## config.mk

```make
export PLATFORM = sky130hd
export DESIGN_NAME = dcache
export DESIGN_NICKNAME = d
export VERILOG_FILES = /design/src/rtl/dcache.sv
export SDC_FILE = /design/constraint.sdc
export NUM_CORES = 1
export LEC_CHECK = 0
export CELL_PAD_IN_SITES_DETAIL_PLACEMENT = 1
export CELL_PAD_IN_SITES_GLOBAL_PLACEMENT = 2
export CORE_MARGIN = 5
export CORE_UTILIZATION = 39
export DETAILED_ROUTE_END_ITERATION = 16
export GPL_TIMING_DRIVEN = 0
export PLACE_DENSITY_LB_ADDON = 0.1
export SLEW_MARGIN = 20
export SYNTH_ARGS = -nofsm -noshare
export SYNTH_HDL_FRONTEND = slang
export SYNTH_SLANG_ARGS = --single-unit
export TNS_END_PERCENT = 100
```

## constraint.sdc

```tcl
create_clock -name clk -period 6.3 [get_ports clk]
set_clock_uncertainty 0.1 [all_clocks]
set_input_delay 1.89 -clock clk [delete_from_list [all_inputs] [get_ports clk]]
set_output_delay 1.89 -clock clk [all_outputs]
set_load 0.02 [all_outputs]
```

## src/rtl/dcache.sv

```systemverilog
// Direct-mapped, write-through, no-write-allocate data cache in front of a
// slow cs/ack word RAM, with saturating read hit/miss counters.
module dcache #(
  parameter int          RAM_ADDR_WIDTH = 5,
  parameter int          INDEX_WIDTH    = 3,
  parameter logic [31:0] PARK_ADDR      = 32'hFFFF_FFFF
) (
  input  logic        clk,
  input  logic        rst,
  input  logic        cpu_cs,
  input  logic        cpu_we,
  input  logic [31:0] cpu_addr,
  input  logic [31:0] cpu_din,
  output logic [31:0] cpu_dout,
  output logic        cpu_stall,
  output logic        mem_cs,
  output logic        mem_we,
  output logic [31:0] mem_addr,
  output logic [31:0] mem_din,
  input  logic [31:0] mem_dout,
  input  logic        mem_ack,
  output logic [15:0] hit_cnt,
  output logic [15:0] miss_cnt,
  output logic [1:0]  dbg_state
);
  localparam int LINES = 1 << INDEX_WIDTH;
  localparam int TAG_W = RAM_ADDR_WIDTH - INDEX_WIDTH;

  typedef enum logic [1:0] {IDLE, FILL, WRITE, PARK} state_e;

  state_e                 state_q;
  logic [LINES-1:0]       valid_q;
  logic [TAG_W-1:0]       tag_q  [LINES];
  logic [31:0]            data_q [LINES];
  logic                   mem_cs_q, mem_we_q, park_rd_q;
  logic [31:0]            mem_addr_q, mem_din_q, resp_q;
  logic [15:0]            hit_q, miss_q;

  logic [INDEX_WIDTH-1:0] idx;
  logic [TAG_W-1:0]       tag;
  logic                   cacheable, line_hit, rd_hit;

  assign idx       = cpu_addr[INDEX_WIDTH-1:0];
  assign tag       = cpu_addr[RAM_ADDR_WIDTH-1:INDEX_WIDTH];
  assign cacheable = (cpu_addr[31:RAM_ADDR_WIDTH] == '0);
  assign line_hit  = valid_q[idx] && (tag_q[idx] == tag);
  assign rd_hit    = cpu_cs && !cpu_we && cacheable && line_hit;

  // RAM handshake: mem_cs/mem_addr/mem_we/mem_din are held constant until
  // mem_ack is sampled high; then the address parks for one cycle so the RAM
  // sees an address change and drops ack before the next access.
  always_comb begin
    cpu_stall = 1'b0;
    cpu_dout  = '0;
    case (state_q)
      IDLE: begin
        cpu_stall = cpu_cs && cacheable && !rd_hit;
        if (rd_hit) cpu_dout = data_q[idx];
      end
      FILL, WRITE: cpu_stall = 1'b1;
      PARK: if (park_rd_q) cpu_dout = resp_q;
      default: ;
    endcase
    if (!rst) begin
      cpu_stall = 1'b0;
      cpu_dout  = '0;
    end
  end

  always_ff @(posedge clk or negedge rst) begin
    if (!rst) begin
      state_q    <= IDLE;
      valid_q    <= '0;
      mem_cs_q   <= 1'b0;
      mem_we_q   <= 1'b0;
      mem_addr_q <= PARK_ADDR;
      mem_din_q  <= '0;
      resp_q     <= '0;
      park_rd_q  <= 1'b0;
      hit_q      <= '0;
      miss_q     <= '0;
      for (int i = 0; i < LINES; i++) begin
        tag_q[i]  <= '0;
        data_q[i] <= '0;
      end
    end else begin
      case (state_q)
        IDLE: begin
          if (cpu_cs && cacheable) begin
            if (!cpu_we && line_hit) begin
              if (hit_q != 16'hFFFF) hit_q <= hit_q + 16'd1;
            end else begin
              if (!cpu_we && miss_q != 16'hFFFF) miss_q <= miss_q + 16'd1;
              state_q    <= cpu_we ? WRITE : FILL;
              mem_cs_q   <= 1'b1;
              mem_we_q   <= cpu_we;
              mem_addr_q <= cpu_addr;
              mem_din_q  <= cpu_we ? cpu_din : 32'd0;
            end
          end
        end
        FILL, WRITE: begin
          if (mem_ack) begin
            if (state_q == FILL) begin
              valid_q[idx] <= 1'b1;
              tag_q[idx]   <= tag;
              data_q[idx]  <= mem_dout;
              resp_q       <= mem_dout;
            end else if (line_hit) begin
              data_q[idx]  <= cpu_din;
            end
            park_rd_q  <= (state_q == FILL);
            state_q    <= PARK;
            mem_cs_q   <= 1'b0;
            mem_we_q   <= 1'b0;
            mem_addr_q <= PARK_ADDR;
            mem_din_q  <= '0;
          end
        end
        PARK:    state_q <= IDLE;
        default: state_q <= IDLE;
      endcase
    end
  end

  assign mem_cs    = mem_cs_q;
  assign mem_we    = mem_we_q;
  assign mem_addr  = mem_addr_q;
  assign mem_din   = mem_din_q;
  assign hit_cnt   = hit_q;
  assign miss_cnt  = miss_q;
  assign dbg_state = state_q;
endmodule

```

==> summary.txt <==
Placement
  – GP Congestion: 0.7789
  – Placed insts: 2198
  – Port Buffers: 231
  – Post-DP HPWL: between 40000 and 50000 um
  – Pre-CTS setup slack: -2.153 ns

Clock tree
  – Clock Sinks: 413
  – # H-tree levels: 2
  – CTS Buffer Depth: 3
  – CTS tree: built
  – Root Buffer Master: clkbuf_16
  – Worst skew pair latency: approximately 0.58 ns
  – Number of CTS-inserted buffers: 47
  – Post-CTS Hold Fix Bufs: 0
  – Clock transition at the registers of the reported paths: roughly 0.060 ns

Worst setup path
  – Critical Path Start Type: input port
  – Most common cell on crit path: buf_6
  – FF-to-FF Start: dbg_state[1]$_DFFE_PN0P_
  – Reg2reg setup slack: 1.78 ns
  – Slowest cell delay on critical path: 0.42 ns
  – Crit-path slowest cell: clkdlybuf4s50_1
  – Reg2reg path depth: 25
  – Worst path cell trace: clkdlybuf4s50_1 -> nor4_2 -> nand3_1 -> or3_4 -> nor2_4 -> and4_4 -> buf_12 -> buf_6 -> a32o_2 -> buf_6
  – Worst endpoint required time: 4.31 ns
  – Worst-path maximum fanout: 5
  – Reg2reg end: mem_addr[3]$_DFFE_PN1P_
  – Crit. End Element: output pin
  – CP arrival: 4.24 ns
  – Crit path kind: input port to output pin

GRT
  – Initial antenna violation count: 0
  – Aggregate global routing overflow: 0
  – First-pass GRT wire length: 91830 um
  – Vias in the first global route: between 10000 and 15000
  – Pin count of the biggest net entering global routing: 95
  – Global Route Usage Sum: 22.83%

Floorplanning
  – Die footprint: approximately 0.052 mm^2
  – Die width: 228.0 um
  – Number of I/O pins: 234
  – CORE AREA: 0.04675 mm^2
  – Die Y-Extent: 228.0 um
  – Initial Util: 39.64%
  – Row count: 79

Detailed routing
  – Wirelength, routed: 60890 um
  – Vias per Instance: 5.545
  – ANT nets after route: 0
  – DRT Pass-1 Iters: 4
  – First-iteration detailed-routing DRC count: between 600 and 700
  – Wire length per cell: 26.22 um
  – Vias post-DR: 12880
  – DRC viols: 0

STA
  – Max Fclk: 160.4 MHz
  – Final setup fails: 0
  – Minimum clock period: 6.235 ns
  – Max-slew headroom: 32.03%
  – Hold Slack: about 0.37 ns
  – Worst Max-Slew Pin Slew: 1.019 ns
  – Worst Slack Setup Final: 0.06503 ns
  – Final slew viol count: 0
  – Final hold violations: 0
  – Final worst path period share: 98.97%

Synthesis
  – Most frequent cell after synthesis: dfrtp_1
  – Post-Syn Area: 0.01854 mm^2
  – Syn Inst Count: 1356
  – Yosys warns: 0
  – Synth unique cells: 48
  – Synth cell count leaders: dfrtp_1, mux2_2, nand2_1
  – Async set or reset register ratio after synthesis: between 90% and 100%
  – Number of synthesized register bits: 413
  – Syn Area/Cell: around 14 um^2
  – Synth Flop Type: dfrtp_1
  – Sequential share of the synthesized area: 55.97%
  – Leading area contributor after synthesis: dfrtp_1
  – Syn nets: 1463
  – Top area cells in the synthesized netlist: dfrtp_1, mux2_2, dfstp_2
  – Synth top area share: 51.44%
  – EDFF count, synth: 0

Status
  – Outcome: completed

Worst hold path
  – Worst Hold Depth: 1
  – Worst Hold End: valid_q[3]$_DFFE_PN0P_
  – Hold WC Path Type: flop to flop
  – Hold_sp: valid_q[3]$_DFFE_PN0P_

Pwr
  – PD cells: roughly 250 mW/mm^2
  – Maximum vdd ir drop: around 0.00015 V
  – Total chip power: 6027 uW
  – Leak pwr: 0.01158 uW

Layout
  – Non-filler instance count after layout: 2322
  – Area Growth Syn to Fin: 29.05%
  – Fraction of layout cells with a size suffix above 1: 39.13%
  – # diodes: 0
  – Final net count: 1784
  – Fillers: 4711

Flow run
  – Max Cap Viol: 0
metrics by stage:
step / instance area, um^2 / setup TNS, ns / utilization (%)
global placement: 21620 / -6837.67 / 46.25
global route: 23920 / -0.06925 / 51.16
detailed placement: 21750 / -61.23 / 46.52
floorplan: 18550 / -1.481 / -
CTS: 23680 / -0.06527 / 50.65
finish: 23920 / 0 / 51.16
critical path, delay by kind of cell:
| family | cells | cell delay, ns |
|---|---|---|
| and+or+nand+nor | 5 | 1.31 |
| buffers and inverters | 4 | 0.82 |
| AOI/OAI and AO/OA | 1 | 0.20 |
what timing repair did:
item,CTS,global route
endpoints found under the setup margin,33,33
setup buffers,28,9
resized for setup,257,37
gates cloned,0,2
pin swaps,9,14
flip-flops by register name, summed over array words and instances, names as in the netlist:
signal and count:
dbg_state 2, mem_cs 1, data_q 256, mem_addr 32
resp_q 32, tag_q 16, mem_din 32, hit_cnt 16
mem_we 1, miss_cnt 16, park_rd_q 1, valid_q 8
worst max path at each step:
stage | start | to | slack, ns | depth (start not counted)
2_1_floorplan | cpu_addr[0] | cpu_dout[14] | -0.14 | 9
3_3_place_gp | rst | cpu_dout[31] | -20.55 | 4
3_5_place_dp | cpu_addr[1] | cpu_dout[28] | -2.15 | 9
4_1_cts | cpu_addr[25] | cpu_dout[27] | -0.06 | 10
5_1_grt | cpu_addr[22] | cpu_dout[27] | -0.03 | 10
6_report | cpu_addr[22] | cpu_dout[27] | 0.07 | 10
power breakdown:
group	internal, uW	total [uW]	switching (uW)
Sequential	2710	2740	32.0
Combinational	199	495	296
Clock	1660	2790	1130
kinds of logic after synthesis:
group / count (synthesis) / synth area share (%)
adder cells (fa/ha/maj): 6 / 0.4050
buffers and inverters: 100 / 2.275
multiplexers: 410 / 26.58
AO/OA/AOI/OAI: 185 / 7.270
flip-flops: 413 / 55.97
AND/OR/NAND/NOR: 208 / 5.853
XOR/XNOR: 34 / 1.647
per-layer routing:
metal / routed length, um / global-route usage, % / vias to the layer above
met2: 30130 / 38.59 / 250
li1: - / - / 5675
met4: 1105 / 5.407 / 0
met5: 0 / 0 / -
met3: 2135 / 2.919 / 65
met1: 27520 / 31.63 / 6886
placed cells by master, fill, tap and decap left out, types with 29 or more instances in the layout:
cell type        Yosys  routed
nor2_1              30      29
o22ai_1             37      37
buf_4                2      40
mux2_2             342     342
mux4_2              31      31
clkdlybuf4s50_1      0     179
mux2i_1             32      31
dfrtp_1            381     381
dfstp_2             32      32
nand2_1             53      47
clkbuf_16            0      50
clkbuf_1            46      36
buf_2               31      51
a22o_1              33      33
layout make-up:
class                           count  area (um^2)  area share, %
Tap cell                          607        759.5          3.175
Timing Repair Buffer              274         2729          11.41
Buffer                             87        494.2          2.066
Clock buffer                       75         1453          6.073
Clock inverter                     12        125.1         0.5231
Multi-Input combinational cell    843         7943          33.21
Sequential cell                   413        10380          43.38
Inverter                           11        41.29         0.1726
No activity file was read; power rests on OpenSTA's default activity.
